## config.mk

```make
export PLATFORM = sky130hd
export DESIGN_NAME = mc_control_unit
export DESIGN_NICKNAME = d
export VERILOG_FILES = /design/src/rtl/mc_ctrl_pkg.sv /design/src/rtl/mc_cond_check.sv /design/src/rtl/mc_control_unit.sv
export SDC_FILE = /design/constraint.sdc
export NUM_CORES = 1
export LEC_CHECK = 0
export CAP_MARGIN = 5
export CORE_ASPECT_RATIO = 0.9
export CORE_MARGIN = 2
export CORE_UTILIZATION = 38
export CTS_CLUSTER_SIZE = 30
export DETAILED_ROUTE_END_ITERATION = 10
export PLACE_DENSITY = 0.77
export SYNTH_ARGS = -nofsm -noshare
export SYNTH_HDL_FRONTEND = slang
export SYNTH_SLANG_ARGS = --single-unit
export TNS_END_PERCENT = 20
```

## constraint.sdc

```tcl
create_clock -name clk -period 1.3 [get_ports clk]
set_input_delay 0.195 -clock clk [delete_from_list [all_inputs] [get_ports clk]]
set_output_delay 0.195 -clock clk [all_outputs]
set_load 0.05 [all_outputs]
```

## src/rtl/mc_ctrl_pkg.sv

```systemverilog
// mc_ctrl_pkg
//   Shared definitions for the multi-cycle control unit:
//   - FSM state encoding (4-bit)
//   - ALUControl opcodes
//   - AdrSrc / ALUSrcB / ResultSrc select codes
//   - OP / type / cond field codes
//   - decode_exec(): maps OP/type of a data-processing or shift
//     instruction to its ALU opcode, and flags reserved codes and CMP.
package mc_ctrl_pkg;

    typedef enum logic [3:0] {
        S_FETCH   = 4'd0,
        S_DECODE  = 4'd1,
        S_EXEC_R  = 4'd2,
        S_ALU_WB  = 4'd3,
        S_MEM_ADR = 4'd4,
        S_MEM_RD  = 4'd5,
        S_MEM_WB  = 4'd6,
        S_MEM_WR  = 4'd7,
        S_BRANCH  = 4'd8,
        S_HALT    = 4'd9
    } state_t;

    // ALU opcodes
    localparam logic [3:0] ALU_ADD = 4'b0000;
    localparam logic [3:0] ALU_SUB = 4'b0001;
    localparam logic [3:0] ALU_AND = 4'b0010;
    localparam logic [3:0] ALU_OR  = 4'b0011;
    localparam logic [3:0] ALU_XOR = 4'b0100;
    localparam logic [3:0] ALU_CLR = 4'b0101;
    localparam logic [3:0] ALU_ROL = 4'b0110;
    localparam logic [3:0] ALU_ROR = 4'b0111;
    localparam logic [3:0] ALU_LSL = 4'b1000;
    localparam logic [3:0] ALU_LSR = 4'b1001;
    localparam logic [3:0] ALU_ASR = 4'b1010;

    // Datapath mux selects
    localparam logic [1:0] ADR_PC     = 2'b00;
    localparam logic [1:0] ADR_RESULT = 2'b01;
    localparam logic [1:0] SRCB_REG   = 2'b00;
    localparam logic [1:0] SRCB_IMM   = 2'b01;
    localparam logic [1:0] SRCB_FOUR  = 2'b10;
    localparam logic [1:0] RES_ALUOUT = 2'b00;
    localparam logic [1:0] RES_DATA   = 2'b01;
    localparam logic [1:0] RES_ALU    = 2'b10;

    // Instruction class (instr[15:14])
    localparam logic [1:0] OP_DP    = 2'b00;
    localparam logic [1:0] OP_SHIFT = 2'b01;
    localparam logic [1:0] OP_MEM   = 2'b10;
    localparam logic [1:0] OP_BR    = 2'b11;

    // Data-processing sub-ops
    localparam logic [2:0] DP_ADD = 3'b000;
    localparam logic [2:0] DP_SUB = 3'b001;
    localparam logic [2:0] DP_OR  = 3'b010;
    localparam logic [2:0] DP_XOR = 3'b011;
    localparam logic [2:0] DP_AND = 3'b100;
    localparam logic [2:0] DP_CLR = 3'b101;
    localparam logic [2:0] DP_CMP = 3'b110;

    // Shift sub-ops
    localparam logic [2:0] SH_ROL = 3'b000;
    localparam logic [2:0] SH_ROR = 3'b001;
    localparam logic [2:0] SH_LSL = 3'b010;
    localparam logic [2:0] SH_ASR = 3'b011;
    localparam logic [2:0] SH_LSR = 3'b100;

    // Branch sub-ops
    localparam logic [2:0] BR_B    = 3'b000;
    localparam logic [2:0] BR_BNE  = 3'b001;
    localparam logic [2:0] BR_BL   = 3'b010;
    localparam logic [2:0] BR_BEQ  = 3'b011;
    localparam logic [2:0] BR_HALT = 3'b111;

    // Condition codes (instr[1:0])
    localparam logic [1:0] COND_AL = 2'b00;
    localparam logic [1:0] COND_EQ = 2'b01;
    localparam logic [1:0] COND_NE = 2'b10;
    localparam logic [1:0] COND_MI = 2'b11;

    typedef struct packed {
        logic       valid;  // 0 for reserved type codes (executed as NOP)
        logic       cmp;    // flag-only op, no write-back
        logic [3:0] alu;
    } exec_dec_t;

    function automatic exec_dec_t decode_exec(input logic [1:0] op, input logic [2:0] t);
        exec_dec_t d;
        d.valid = 1'b1;
        d.cmp   = 1'b0;
        d.alu   = ALU_ADD;
        if (op == OP_DP) begin
            case (t)
                DP_ADD:  d.alu = ALU_ADD;
                DP_SUB:  d.alu = ALU_SUB;
                DP_OR:   d.alu = ALU_OR;
                DP_XOR:  d.alu = ALU_XOR;
                DP_AND:  d.alu = ALU_AND;
                DP_CLR:  d.alu = ALU_CLR;
                DP_CMP:  begin d.alu = ALU_SUB; d.cmp = 1'b1; end
                default: d.valid = 1'b0;
            endcase
        end else begin
            case (t)
                SH_ROL:  d.alu = ALU_ROL;
                SH_ROR:  d.alu = ALU_ROR;
                SH_LSL:  d.alu = ALU_LSL;
                SH_ASR:  d.alu = ALU_ASR;
                SH_LSR:  d.alu = ALU_LSR;
                default: d.valid = 1'b0;
            endcase
        end
        return d;
    endfunction

endpackage

```

## src/rtl/mc_cond_check.sv

```systemverilog
// mc_cond_check
//   Holds the NZCV flag register and evaluates conditions against it.
//   Ports:
//     clk, rst    clock / synchronous active-high reset (flags cleared)
//     flag_we     capture alu_flags at the end of this cycle
//     alu_flags   {N,Z,C,V} live from the ALU
//     cond        instr[1:0] condition for data-processing / shift ops
//     br_type     instr[13:11] branch sub-op
//     pass        condition satisfied by stored flags (always 1 if COND_EN=0)
//     taken       branch taken according to stored flags
module mc_cond_check
    import mc_ctrl_pkg::*;
#(
    parameter bit COND_EN = 1'b1
) (
    input  logic       clk,
    input  logic       rst,
    input  logic       flag_we,
    input  logic [3:0] alu_flags,
    input  logic [1:0] cond,
    input  logic [2:0] br_type,
    output logic       pass,
    output logic       taken
);

    logic [3:0] flags_q;
    logic [3:0] flags_d;
    logic       flag_n;
    logic       flag_z;

    assign flag_n = flags_q[3];
    assign flag_z = flags_q[2];

    // C and V are stored for completeness but no condition tests them yet.
    logic unused_cv;
    assign unused_cv = ^flags_q[1:0];

    always_comb begin
        flags_d = flag_we ? alu_flags : flags_q;
    end

    always_ff @(posedge clk) begin
        if (rst) begin
            flags_q <= 4'b0000;
        end else begin
            flags_q <= flags_d;
        end
    end

    always_comb begin
        pass = 1'b1;
        if (COND_EN) begin
            case (cond)
                COND_AL: pass = 1'b1;
                COND_EQ: pass = flag_z;
                COND_NE: pass = ~flag_z;
                COND_MI: pass = flag_n;
                default: pass = 1'b1;
            endcase
        end
    end

    always_comb begin
        taken = 1'b0;
        case (br_type)
            BR_B, BR_BL: taken = 1'b1;
            BR_BNE:      taken = ~flag_z;
            BR_BEQ:      taken = flag_z;
            default:     taken = 1'b0;
        endcase
    end

endmodule

```

## src/rtl/mc_control_unit.sv

```systemverilog
// mc_control_unit
//   Moore FSM sequencing the 8-bit multi-cycle datapath (shared memory,
//   8x8 register file, R6 = PC). One control word per cycle.
//   Inputs : clk, rst (sync, active high), OP, instr_type, cond, Rd, ALU_flags
//   Outputs: PCWrite, MemWrite, IRWrite, ImmSrc, RegWrite, ALUSrcA, AdrSrc,
//            ALUControl, ALUSrcB, RegSrc, ResultSrc, halted
//   instr_type carries instr[13:11]; "type" is a reserved word and cannot
//   be used as a port name.
module mc_control_unit
    import mc_ctrl_pkg::*;
#(
    parameter bit COND_EN = 1'b1
) (
    input  logic       clk,
    input  logic       rst,
    input  logic [1:0] OP,
    input  logic [2:0] instr_type,
    input  logic [1:0] cond,
    input  logic [2:0] Rd,
    input  logic [3:0] ALU_flags,
    output logic       PCWrite,
    output logic       MemWrite,
    output logic       IRWrite,
    output logic       ImmSrc,
    output logic       RegWrite,
    output logic       ALUSrcA,
    output logic [1:0] AdrSrc,
    output logic [3:0] ALUControl,
    output logic [1:0] ALUSrcB,
    output logic [2:0] RegSrc,
    output logic [1:0] ResultSrc,
    output logic       halted
);

    state_t    state_q;
    state_t    state_d;
    exec_dec_t exec_dec;
    logic      pass;
    logic      taken;
    logic      flag_we;

    // The destination index reaches the register file straight from the IR.
    logic unused_rd;
    assign unused_rd = ^Rd;

    assign exec_dec = decode_exec(OP, instr_type);
    // Reserved codes never touch the flags; skipped ops leave them alone too.
    assign flag_we  = (state_q == S_EXEC_R) && exec_dec.valid && pass;

    mc_cond_check #(.COND_EN(COND_EN)) u_cond (
        .clk       (clk),
        .rst       (rst),
        .flag_we   (flag_we),
        .alu_flags (ALU_flags),
        .cond      (cond),
        .br_type   (instr_type),
        .pass      (pass),
        .taken     (taken)
    );

    always_ff @(posedge clk) begin
        if (rst) begin
            state_q <= S_FETCH;
        end else begin
            state_q <= state_d;
        end
    end

    always_comb begin
        state_d    = state_q;
        PCWrite    = 1'b0;
        MemWrite   = 1'b0;
        IRWrite    = 1'b0;
        ImmSrc     = 1'b0;
        RegWrite   = 1'b0;
        ALUSrcA    = 1'b0;
        AdrSrc     = ADR_PC;
        ALUControl = ALU_ADD;
        ALUSrcB    = SRCB_REG;
        RegSrc     = 3'b000;
        ResultSrc  = RES_ALUOUT;
        halted     = 1'b0;

        case (state_q)
            S_FETCH: begin
                AdrSrc    = ADR_PC;
                IRWrite   = 1'b1;
                ALUSrcA   = 1'b1;
                ALUSrcB   = SRCB_FOUR;
                ResultSrc = RES_ALU;
                PCWrite   = 1'b1;
                state_d   = S_DECODE;
            end
            S_DECODE: begin
                // PC+4 computed again so R6 reads as PC+8 during operand fetch.
                RegSrc[2] = (OP != OP_BR);
                RegSrc[1] = (OP == OP_MEM) && instr_type[0];
                ALUSrcA   = 1'b1;
                ALUSrcB   = SRCB_FOUR;
                ResultSrc = RES_ALU;
                case (OP)
                    OP_DP, OP_SHIFT: state_d = S_EXEC_R;
                    OP_MEM:          state_d = S_MEM_ADR;
                    default:         state_d = (instr_type == BR_HALT) ? S_HALT : S_BRANCH;
                endcase
            end
            S_EXEC_R: begin
                ALUSrcA    = 1'b0;
                ALUSrcB    = SRCB_REG;
                ALUControl = exec_dec.alu;
                state_d    = (exec_dec.valid && pass && !exec_dec.cmp) ? S_ALU_WB : S_FETCH;
            end
            S_ALU_WB: begin
                ResultSrc = RES_ALUOUT;
                RegWrite  = 1'b1;
                state_d   = S_FETCH;
            end
            S_MEM_ADR: begin
                ALUSrcA = 1'b0;
                ALUSrcB = SRCB_IMM;
                ImmSrc  = 1'b0;
                state_d = instr_type[0] ? S_MEM_WR : S_MEM_RD;
            end
            S_MEM_RD: begin
                AdrSrc    = ADR_RESULT;
                ResultSrc = RES_ALUOUT;
                state_d   = S_MEM_WB;
            end
            S_MEM_WB: begin
                ResultSrc = RES_DATA;
                RegWrite  = 1'b1;
                state_d   = S_FETCH;
            end
            S_MEM_WR: begin
                AdrSrc    = ADR_RESULT;
                ResultSrc = RES_ALUOUT;
                MemWrite  = 1'b1;
                state_d   = S_FETCH;
            end
            S_BRANCH: begin
                ALUSrcA   = 1'b0;
                ALUSrcB   = SRCB_IMM;
                ImmSrc    = 1'b1;
                ResultSrc = RES_ALU;
                PCWrite   = taken;
                if (instr_type == BR_BL) begin
                    RegWrite  = 1'b1;
                    RegSrc[0] = 1'b1;
                end
                state_d   = S_FETCH;
            end
            S_HALT: begin
                halted  = 1'b1;
                state_d = S_HALT;
            end
            default: state_d = S_FETCH;
        endcase

        // The PC register lets its write enable beat reset, so every write
        // strobe has to be killed here while rst is high.
        if (rst) begin
            PCWrite  = 1'b0;
            MemWrite = 1'b0;
            IRWrite  = 1'b0;
            RegWrite = 1'b0;
            halted   = 1'b0;
        end
    end

endmodule
```

Yosys cells after proc, flatten, opt, wreduce, memory -nomap -nowiden

Index checks and enable logic that the tools add are counted.

Flip-flop bits (word level): 8
Bits of input ports: 16
Output and inout port bits: 20
Word-level logic and storage cells: 79

Equality and inequality tests: 22
Mux-type cells: 34
Bitwise logic cells: 1
Reductions and logical operators: 20

Operators by type and width:

| kind               | count |
|---|---|
| $pmux 4 s6         | 1 |
| $pmux 4 s5         | 1 |
| $mux 1             | 19 |
| $eq 4x3->1 const B | 4 |
| $pmux 3 s5         | 1 |
| $reduce_or 2->1    | 7 |
| $eq 3x3->1 const B | 4 |
| $eq 4x2->1 const B | 2 |
| $eq 4x4->1 const B | 2 |
| $mux 4             | 2 |
| $pmux 2 s2         | 2 |
| $pmux 4 s2         | 1 |
| $reduce_or 7->1    | 1 |
| $eq 2x2->1 const B | 3 |
| $eq 3x2->1 const B | 2 |
| $mux 2             | 3 |
| $logic_and 1x1->1  | 5 |
| $reduce_or 5->1    | 1 |
| $eq 2x1->1 const B | 2 |
| $eq 4x1->1 const B | 1 |
| $logic_not 2->1    | 2 |
| $logic_not 4->1    | 1 |
| $pmux 1 s2         | 2 |
| $pmux 1 s4         | 1 |
| other kinds (7)    | 7 |

Logic depth before layout (Yosys ltp)

Gate-level depths: netlist (run 1).

Word-level depth: 8
Depth in mapped cells: 5
Gate-level depth less buffers: 4

Hierarchy

From an unflattened synthesis (run 1), not the netlist that was laid out.

Cells, all modules: 103
Area, all modules: 740.7 um^2

By module, submodules not included:

| module          | instances | cells an instance | area each (um^2) | sequential area each (um^2) |
|---|---|---|---|---|
| mc_control_unit | 1         | 91                | 636.9            | 80.1 |
| mc_cond_check   | 1         | 12                | 103.8            | 40.0 |

Worst setup path after synthesis (run 1)

Ideal clock, no wire load.

Path type: reg-to-output
Start: reg state_q[2]
End: out PCWrite
Arrival: 2.721 ns
Data required time: 1.105 ns
Path slack: -1.616 ns
Cell stages (with the launch flop): 5
Buffers on the path: 1
Cells stage by stage: dfxtp_1 -> or2_1 -> clkbuf_1 -> nor4_1 -> a31o_1

Longest elaborated chain between the ends: 3
Elaborated cells on any way between the ends: 4
Classes of those cells: 1 x eq/ne; 2 x mux; 1 x reduce/logical

RTL lines:

| item                                                 | RTL line               | source |
|---|---|---|
| start, declared                                      | mc_control_unit.sv:35  | `state_t state_q;` |
| start signal, assigned                               | mc_control_unit.sv:65  | `state_q <= state_d;` |
| $eq 4x4->1 / $logic_not 4->1 (equally long branches) | mc_control_unit.sv:84  | `case (state_q)` |
| $pmux 1 s2 *                                         | mc_control_unit.sv:84  |  |
| $mux 1 *                                             | mc_control_unit.sv:161 | `if (rst) begin` |
| end, declared                                        | mc_control_unit.sv:21  | `output logic PCWrite,` |

Every way passes the cells marked *; elsewhere a longest branch is shown, timed or not.

Worst setup path after layout (run 1)

Start: reg state_q[3]
End: out RegWrite

Longest elaborated chain between the ends: 4
Elaborated cells on any way between the ends: 6
Classes of those cells: 3 x eq/ne; 2 x mux; 1 x reduce/logical

RTL lines:

| item                                            | RTL line               | source |
|---|---|---|
| $eq 4x3->1 / $eq 4x2->1 (equally long branches) | mc_control_unit.sv:84  |  |
| $reduce_or 2->1 (no source line)                | -                      |  |
| $pmux 1 s2 *                                    | mc_control_unit.sv:84  |  |
| $mux 1 *                                        | mc_control_unit.sv:161 |  |
| end, declared                                   | mc_control_unit.sv:25  | `output logic RegWrite,` |

Marked as above.

==> results of run 1 <==
[critical path, delay by kind of cell, from the launching register on]
| family | cells | cell delay [ns] |
|---|---|---|
| and+or+nand+nor | 3 | 0.45 |
| AOI/OAI and AO/OA | 1 | 0.20 |
| DFF | 1 | 0.38 |
| buffers and inverters | 2 | 0.27 |
[per-layer routing]
layer / vias up / share of wire [%] / wire [um]
li1: 463 / - / -
met2: 129 / 46 / 2180
met1: 521 / 33 / 1550
met4: 0 / 9.1 / 425
met3: 53 / 11 / 531
met5: - / 0 / 0
[cells in the mapped netlist, types with 2 or more instances]
master / number
sky130_fd_sc_hd__a21oi_1: 9
sky130_fd_sc_hd__buf_2: 3
sky130_fd_sc_hd__buf_6: 2
sky130_fd_sc_hd__clkbuf_1: 3
sky130_fd_sc_hd__dfxtp_1: 6
sky130_fd_sc_hd__inv_1: 3
sky130_fd_sc_hd__mux2i_1: 2
sky130_fd_sc_hd__nand2_1: 5
sky130_fd_sc_hd__nand2b_1: 6
sky130_fd_sc_hd__nand3_1: 3
sky130_fd_sc_hd__nand3b_1: 2
sky130_fd_sc_hd__nor2_1: 8
sky130_fd_sc_hd__nor2_2: 2
sky130_fd_sc_hd__nor3_1: 7
sky130_fd_sc_hd__nor3b_1: 2
sky130_fd_sc_hd__nor4_1: 3
sky130_fd_sc_hd__o21ai_0: 5
sky130_fd_sc_hd__o21bai_1: 2
sky130_fd_sc_hd__or2_1: 2
sky130_fd_sc_hd__xnor2_1: 2
sky130_fd_sc_hd__xor2_1: 3
[where the power goes]
part           total, mW  leakage, nW  internal (mW)  switching, mW
combinational      0.903        0.593          0.409          0.494
sequential         0.231       0.0514          0.200         0.0311
clock              0.180       0.0138          0.105         0.0748
[final cells by class]
| cell class | instances | share of cell area, % |
|---|---|---|
| well taps | 24 | 1.83 |
| clock buffers | 3 | 1.37 |
| inverters | 4 | 0.915 |
| repair buffers | 66 | 47.0 |
| flip-flops and latches | 6 | 8.09 |
| multi-input cells | 79 | 40.8 |
[stage by stage]
stage	total power [mW]	instance area, um2	setup slack, ns
after floorplan	0.607	774	-0.609
after global placement	0.949	1450	-0.450
after detailed placement	0.970	1450	-0.540
after CTS	1.21	1600	-0.336
after global routing	1.35	1640	-0.469
final	1.31	1640	-0.440
[flip-flops by register name, summed over array words and instances (netlist names)]
name            count
u_cond.flags_q      2
state_q             4
[cells in the final DEF, fill, tap and decap left out, types with 2 or more instances in the layout]
| cell | instances |
|---|---|
| sky130_fd_sc_hd__nand3b_1 | 2 |
| sky130_fd_sc_hd__or2_4 | 2 |
| sky130_fd_sc_hd__nor4_1 | 2 |
| sky130_fd_sc_hd__clkbuf_4 | 3 |
| sky130_fd_sc_hd__xnor2_1 | 2 |
| sky130_fd_sc_hd__buf_12 | 18 |
| sky130_fd_sc_hd__nor3b_4 | 2 |
| sky130_fd_sc_hd__nor3_4 | 3 |
| sky130_fd_sc_hd__nor2_2 | 4 |
| sky130_fd_sc_hd__dfxtp_4 | 3 |
| sky130_fd_sc_hd__nor3_1 | 4 |
| sky130_fd_sc_hd__xor2_1 | 3 |
| sky130_fd_sc_hd__mux2i_1 | 2 |
| sky130_fd_sc_hd__nor2_4 | 5 |
| sky130_fd_sc_hd__inv_1 | 3 |
| sky130_fd_sc_hd__buf_6 | 6 |
| sky130_fd_sc_hd__nand2_1 | 5 |
| sky130_fd_sc_hd__nand2b_1 | 4 |
| sky130_fd_sc_hd__a21oi_1 | 8 |
| sky130_fd_sc_hd__dfxtp_1 | 2 |
| sky130_fd_sc_hd__buf_4 | 31 |
| sky130_fd_sc_hd__clkdlybuf4s50_1 | 5 |
| sky130_fd_sc_hd__o21ai_0 | 4 |
| sky130_fd_sc_hd__o21bai_1 | 2 |
| sky130_fd_sc_hd__o21ai_1 | 2 |
| sky130_fd_sc_hd__dlygate4sd2_1 | 4 |
[worst paths after layout]
| check | startpoint | end | slack (ns) | cells after the start |
|---|---|---|---|---|
| max | state_q[3] | RegWrite | -0.44 | 6 |
| min | u_cond.flags_q[3] | u_cond.flags_q[3] | 0.58 | 2 |
| max reg2reg | state_q[2] | state_q[1] | -0.35 | 5 |
| min reg2reg | u_cond.flags_q[3] | u_cond.flags_q[3] | 0.58 | 2 |
[kinds of logic after synthesis]
kind of cell    Yosys count  synth area share (%)
other cells               1                 0.552
xor+xnor                  5                  6.45
buf+inv                  14                  11.2
simple gates             46                  37.4
compound gates           25                  23.8
flops                     6                  17.7
mux                       2                  2.95
[what timing repair did]
item,CTS,global route
setup buffers,5,0
endpoints found under the setup margin,24,23
gates resized for setup,33,10
pin swaps,9,0
==> impl_metrics.xml, run 1 <==
<?xml version="1.0" encoding="UTF-8"?>
<metrics>
  <group name="route">
    <metric name="vias_per_cell" unit="">6.41</metric>
    <metric name="finalWirelength" unit="um">4690</metric>
    <metric name="route.antenna.remaining_nets" unit="">0</metric>
    <metric name="vias" unit="">1166</metric>
    <metric name="drt-wirelength-per-cell" unit="um">25.8</metric>
    <metric name="1st_pass_router_iterations" unit="">4</metric>
    <metric name="route.detailed.drc" unit="">0</metric>
    <metric name="dr.first_iter.drc_count" unit="">83</metric>
  </group>
  <group name="grt">
    <metric name="globalRouteTotalUtil" unit="%">37.8</metric>
    <metric name="global_route.usage.met2" unit="%">69.4</metric>
    <metric name="grt.busiest_layer" unit="">met2</metric>
    <metric name="grt_max_degree" unit="">9</metric>
    <metric name="antenna_found_initial" unit="">0</metric>
    <metric name="groute.layer.met3.usage" unit="%">6.76</metric>
    <metric name="groute.layer.met1.usage" unit="%">41.2</metric>
    <metric name="globalRouteOverflowTotal" unit="">0</metric>
    <metric name="grt_pass1_wl" unit="um">5970</metric>
    <metric name="grt_pass1_vias" unit="">1143</metric>
  </group>
  <group name="yosys">
    <metric name="synthesis.area_per_instance" unit="um2">6.86</metric>
    <metric name="synth.ff_latch_count" unit="">6</metric>
    <metric name="synth.yosys.warnings" unit="">0</metric>
    <metric name="post_synth_instance_area" unit="um2">679</metric>
    <metric name="yosysTopAreaCell" unit="">sky130_fd_sc_hd__dfxtp_1</metric>
    <metric name="synth_sequential_area_ratio" unit="%">17.7</metric>
    <metric name="synth_cell_type_count" unit="">40</metric>
    <metric name="mappedNetlistNets" unit="">115</metric>
    <metric name="async_flop_share" unit="%">0</metric>
    <metric name="synth-edff-count" unit="">0</metric>
    <metric name="synthTopCellsByArea" unit="">sky130_fd_sc_hd__dfxtp_1 18%, sky130_fd_sc_hd__a21oi_1 6.6%, sky130_fd_sc_hd__nand2b_1 5.5%</metric>
    <metric name="syn_inst_count" unit="">99</metric>
    <metric name="dominantRegCellSynth" unit="">sky130_fd_sc_hd__dfxtp_1</metric>
    <metric name="synth_top_area_share" unit="%">17.7</metric>
  </group>
  <group name="finish">
    <metric name="final_core_utilization" unit="%">97.5</metric>
    <metric name="antenna_cells_inserted" unit="">0</metric>
    <metric name="areaGrowthSynthToFinish" unit="%">141</metric>
    <metric name="num-fill-cells" unit="">23</metric>
    <metric name="fin_cells" unit="">182</metric>
    <metric name="register_area" unit="um2">133</metric>
    <metric name="multiInputGateArea" unit="um2">669</metric>
    <metric name="layout-drive-gt1-share" unit="%">58.9</metric>
    <metric name="fin_nets" unit="">176</metric>
  </group>
  <group name="clocking">
    <metric name="clk_pin_slew" unit="ns">0.06</metric>
    <metric name="cts-root-to-sink-buffers" unit="">2</metric>
    <metric name="cts_buffers" unit="">3</metric>
    <metric name="cts_tree" unit="">built</metric>
    <metric name="cts_htree_levels" unit="">1</metric>
    <metric name="tritoncts_num_sinks" unit="">6</metric>
    <metric name="clock_tree.root_cell" unit="">sky130_fd_sc_hd__clkbuf_4</metric>
    <metric name="worst_skew_pair.late_latency" unit="ns">0.25</metric>
    <metric name="cts.hold.buffers_added" unit="">0</metric>
  </group>
  <group name="critical_path">
    <metric name="endpoint_kind" unit="">primary output</metric>
    <metric name="timing.setup.critical_path_class" unit="">reg -&gt; out</metric>
    <metric name="critical_path_required" unit="ns">1.11</metric>
    <metric name="crit_arrival" unit="ns">1.54</metric>
    <metric name="crit_path_start_kind" unit="">flip-flop</metric>
    <metric name="cp_slowest_stage_delay" unit="ns">0.38</metric>
    <metric name="critical_path_s_slowest_cell" unit="">sky130_fd_sc_hd__dfxtp_4</metric>
    <metric name="path_max_fanout" unit="">5</metric>
    <metric name="timing.critical_path.cells" unit="">buf_6, nand2b_4, nor3_4, nand3_2, a21oi_4, buf_12</metric>
  </group>
  <group name="place">
    <metric name="dp_hpwl" unit="um">2160</metric>
    <metric name="dpl.cell_count" unit="">174</metric>
    <metric name="global_placement_routability_congestion" unit="">0.926</metric>
    <metric name="placement.io_buffers" unit="">29</metric>
  </group>
  <group name="floorplanning">
    <metric name="vertical_die_dimension" unit="um">44.1</metric>
    <metric name="fp.dieArea" unit="mm2">0.00214</metric>
    <metric name="design.core.area" unit="mm2">0.00168</metric>
    <metric name="die_w" unit="um">48.6</metric>
    <metric name="initial_core_util" unit="%">40.4</metric>
    <metric name="core.rowCount" unit="">14</metric>
    <metric name="ioPinCount" unit="">36</metric>
  </group>
  <group name="sta">
    <metric name="finalSetupTns" unit="ns">-7.07</metric>
    <metric name="final_max_slew_viol_count" unit="">0</metric>
    <metric name="post-route-min-period" unit="ns">1.74</metric>
    <metric name="finalWorstSetupSlack" unit="ns">-0.440</metric>
    <metric name="fmaxAchievable" unit="MHz">575</metric>
    <metric name="finalHoldViolations" unit="">0</metric>
    <metric name="finClkSkew" unit="ns">0.0122</metric>
    <metric name="min_period_over_period" unit="%">134</metric>
    <metric name="rsz0062_at_grt" unit="">yes</metric>
    <metric name="timing.hold.ws" unit="ns">0.583</metric>
    <metric name="timing.final.setup_violations" unit="">23</metric>
  </group>
  <group name="pwr">
    <metric name="vdd_ir_drop_max" unit="V">0.000999</metric>
    <metric name="power.density_cell_area" unit="mW/mm2">801</metric>
    <metric name="leakage_power" unit="nW">0.658</metric>
  </group>
  <group name="hold_path">
    <metric name="hold_path.class" unit="">reg -&gt; reg</metric>
  </group>
  <group name="run_status">
    <metric name="violations" unit="">negative setup slack</metric>
    <metric name="run_status" unit="">complete, but fails checks</metric>
  </group>
  <group name="flow_run">
    <metric name="maxCapViolCount" unit="">0</metric>
  </group>
</metrics>
No activity file was read; power rests on OpenSTA's default activity.
==> run 2, diff against run 1 <==
Settings changed: CAP_MARGIN 5 to 20.
==> results of run 2 <==
No change in the layout: final DEF, timing and power equal those of run 1.
==> variant 1, RTL diff (flow settings as in run 1) <==
`COND_EN` is set to 1'b1 in 2 places; all go to 1'b0.
--- a/src/rtl/mc_cond_check.sv
+++ b/src/rtl/mc_cond_check.sv
@@ -13,3 +13,3 @@
 #(
-    parameter bit COND_EN = 1'b1
+    parameter bit COND_EN = 1'b0
 ) (
--- a/src/rtl/mc_control_unit.sv
+++ b/src/rtl/mc_control_unit.sv
@@ -11,3 +11,3 @@
 #(
-    parameter bit COND_EN = 1'b1
+    parameter bit COND_EN = 1'b0
 ) (
Check against the original RTL: not equivalent (a bounded check fails within 4 cycles, from zero or initial values and one cycle with rst high).
==> variant 1 against run 1 <==
The run now fails in 4_1_cts. Synthesized cell count shrank 1.0%. Area after synthesis shrank 4.8%.
==> variant 1: results (changes against run 1) <==
- Status: did not finish
- Failed at: 4_1_cts
- Error msg: [ERROR DPL-0033] detailed placement checks failed during check placement.
- Placer congestion estimate: 0.869 (-6.2%)
- Setup Fix Bufs, Post-CTS: 1 (-4)
- Clock Path Buffers: 2 (unchanged)
- Number of synthesized register bits: 5 (-1)
- Syn nets: 118 (+2.6%)
- Most instantiated cells after synthesis: nor2_1, nand2_1, a21oi_1, clkbuf_1, nor3_1
- H-tree Lvls: 1 (unchanged)
- Register area share after synthesis: 15.5% (-2.2 points)
- Root Driver: clkbuf_4
- HPWL Detailed: 2570 um (+19%)
- Post-DP Area: 1490 sq um (+2.9%)
- Top cells by area, synth: dfxtp_1, nor2_1, ha_1
- Post-CTS resize count: 29 (-12%)
- Predominant post-synthesis flop cell: dfxtp_1
- Total clock buffers created by CTS: 3 (unchanged)
- Yosys cell types: 40 (unchanged)
- Dpl ws: -0.896 ns (-0.357 ns)
- Ys Warns: 0 (unchanged)
- Chip width: 47.5 um (-2.2%)
- Post-synth ARST share: 0% (unchanged)
- PortBufs: 26 (-10%)
==> variant 1: kinds of logic after synthesis <==
| group | Yosys count | share of synthesized area, % |
|---|---|---|
| other | 1 | 0.580 |
| AO/OA/AOI/OAI | 20 | 23.0 |
| buffers and inverters | 15 | 10.2 |
| adder cells (fa/ha/maj) | 4 | 7.74 |
| flip-flops | 5 | 15.5 |
| AND/OR/NAND/NOR | 51 | 40.0 |
| XOR/XNOR | 1 | 1.35 |
| multiplexers | 1 | 1.55 |
==> variant 1: through the flow <==
stage,std cells,setup TNS [ns],hold WS (ns)
after detailed placement,174,-9.82,0.562
after global placement,174,-8.04,0.534
after floorplan,98,-6.04,0.383
==> variant 2, RTL diff (settings of run 1) <==
Made on the original files. Put a register stage on the output `halted`, with the module's reset. The value now appears one clock later. The other outputs are not delayed to match.
--- a/src/rtl/mc_control_unit.sv
+++ b/src/rtl/mc_control_unit.sv
@@ -33,2 +33,4 @@
 );
+
+    logic halted_d;
 
@@ -81,3 +83,3 @@
         ResultSrc  = RES_ALUOUT;
-        halted     = 1'b0;
+        halted_d   = 1'b0;
 
@@ -152,3 +154,3 @@
             S_HALT: begin
-                halted  = 1'b1;
+                halted_d = 1'b1;
                 state_d = S_HALT;
@@ -165,3 +167,11 @@
             RegWrite = 1'b0;
-            halted   = 1'b0;
+            halted_d = 1'b0;
+        end
+    end
+
+    always_ff @(posedge clk) begin
+        if (rst) begin
+            halted <= '0;
+        end else begin
+            halted <= halted_d;
         end
Function: changed (Yosys sat finds a counterexample within 4 cycles, from zero or initial values and one cycle with rst high).
==> variant 2 against run 1 <==
The run still ends with negative setup slack left. Sequential cell count increased by 1. Design area decreased by 3.3%. Power increased by 3.9%. Die area increased by 2.5%. Register-to-register slack got worse by 0.02 ns. Wire length decreased by 23%. Area after synthesis increased by 2.8%. Setup slack improved by 0.040 ns. Critical path type unchanged.
==> variant 2: results (changes against run 1) <==
- Worst min-delay path class: in -> reg
- Largest net degree at the start of global routing: 11 (+2)
- Maximum vdd drop: 725 uV (-27%)
- Top cells by area, synth: dfxtp_1, a21oi_1, nor3_1
- Setup tns final: -6.88 ns (+0.190 ns)
- First-pass GRT wire length: 4790 um (-20%)
- Total track usage: 29.9% (-7.9 points)
- Crit Path Class: reg -> out
- Failing checks: negative setup slack
- HPWL Detailed: 2150 um (-0.39%)
- Via count: 1068 (-8.4%)
- M3 GR Usage: 4.39% (-2.4 points)
- Status: finished, violations left
- Arrival @ worst endpoint: 1.50 ns (-0.04 ns)
- EDFF count, synth: 0 (unchanged)
- Layout Nets: 169 (-4.0%)
- Iteration-0 DRC Markers: 92 (+11%)
- GR Util met1: 32.2% (-8.9 points)
- Max incr delay on CP: 0.33 ns (-0.05 ns)
- Final setup vio count: 22 (-4.3%)
- Vias in the first global route: 968 (-15%)
- # fillers: 55 (+140%)
- Largest registers: state_q (4), u_cond.flags_q (2), halted (1)
- Dpl ws: -0.601 ns (-0.0619 ns)
- CP max-delay cell: dfxtp_2
- Design Area, Final: 1590 sq um (-3.3%)
- Largest delay share family, worst path: simple AND/OR/NAND/NOR gates
- Share of post-route cells with drive strength above 1: 59.9% (+1.0 points)
- Setup WS post-layout: -0.400 ns (+0.0399 ns)
- GR Util met2: 57.8% (-12 points)
- Most instantiated cells after synthesis: nor2_1, a21oi_1, nor3_1, dfxtp_1
- Layout Skew: 0.00769 ns (-0.00455 ns)
- Post-DP Area: 1420 sq um (-2.0%)
- WL per Instance: 20.4 um (-21%)
- Yosys cell types: 37 (-7.5%)
- Placer congestion estimate: 0.815 (-12%)
- Maximum fanout along the worst path: 2 (-3)
- WHS Path Cells: 3 (+1)
- Register area share after synthesis: 20.1% (+2.4 points)
- Syn nets: 112 (-2.6%)
- R2R cell count: 7 (+2)
## variant 2: changes by cell type in the layout (fill, tap and decap cells not counted), sizes merged, moves of 2 or more
cell / run 1 / this run
or2b: 0 / 2
nand3b: 2 / 0
nor3b: 2 / 0
o21ai: 6 / 4
and3: 1 / 4
buf: 56 / 51
nand2b: 6 / 4
## variant 2: path summary, 6_finish.rpt
check                         from                              to  slack (ns)
max reg2reg  state_q[2]$_SDFF_PP0_           state_q[0]$_SDFF_PP0_       -0.37
min                   ALU_flags[3]  u_cond.flags_q[3]$_SDFFE_PP0P_        0.54
min reg2reg  state_q[2]$_SDFF_PP0_           state_q[3]$_SDFF_PP0_        0.56
max          state_q[1]$_SDFF_PP0_                        RegWrite       -0.40
## variant 2: kinds of logic after synthesis
kind of cell,Yosys count,share of synthesized area (%)
AO/OA/AOI/OAI,23,22.8
XOR/XNOR,5,6.27
adder cells (fa/ha/maj),1,1.61
buffers and inverters,12,10.2
flip-flops,7,20.1
multiplexers,4,5.91
other,1,0.537
AND/OR/NAND/NOR,43,32.6
## variant 2: area by class of cell
class | instances | area, sq um | share of cell area, %
timing repair buffer | 61 | 717 | 45.2
clock buffer | 4 | 26.3 | 1.66
inverter | 3 | 11.3 | 0.710
multi-input combinational | 77 | 649 | 40.9
tap | 24 | 30.0 | 1.89
sequential | 7 | 153 | 9.62
## variant 2: what timing repair did
item | 4_1_cts | 5_1_grt
setup endpoints to repair | 22 | 22
buffers inserted | 3 | 3
pin swaps | 6 | 3
gates resized for setup | 27 | 8
hold buffers | 0 | 0
## variant 2: routing by layer
layer / vias up / share of wire [%]
li1: 449 / -
met3: 32 / 8.3
met1: 487 / 37
met4: 0 / 5.8
met2: 100 / 49
met5: - / 0
## variant 2: power by group
group	internal, mW	switching (mW)
Combinational	0.412	0.480
Sequential	0.232	0.0330
Clock	0.118	0.0897
Total	0.762	0.603
## variant 2: worst register-to-register path: cells and delay by family, from the launching register on
kind / cells / cell delay, ns
buffers and inverters: 3 / 0.45
and+or+nand+nor: 2 / 0.34
AOI/OAI and AO/OA: 2 / 0.42
DFF: 1 / 0.36
## variant 2: per-stage QoR
stage / cells / total power, mW
2_1_floorplan: 96 / 0.676
3_3_place_gp: 166 / 1.02
3_5_place_dp: 166 / 1.05
4_1_cts: 173 / 1.28
5_1_grt: 176 / 1.40
6_report: 176 / 1.36
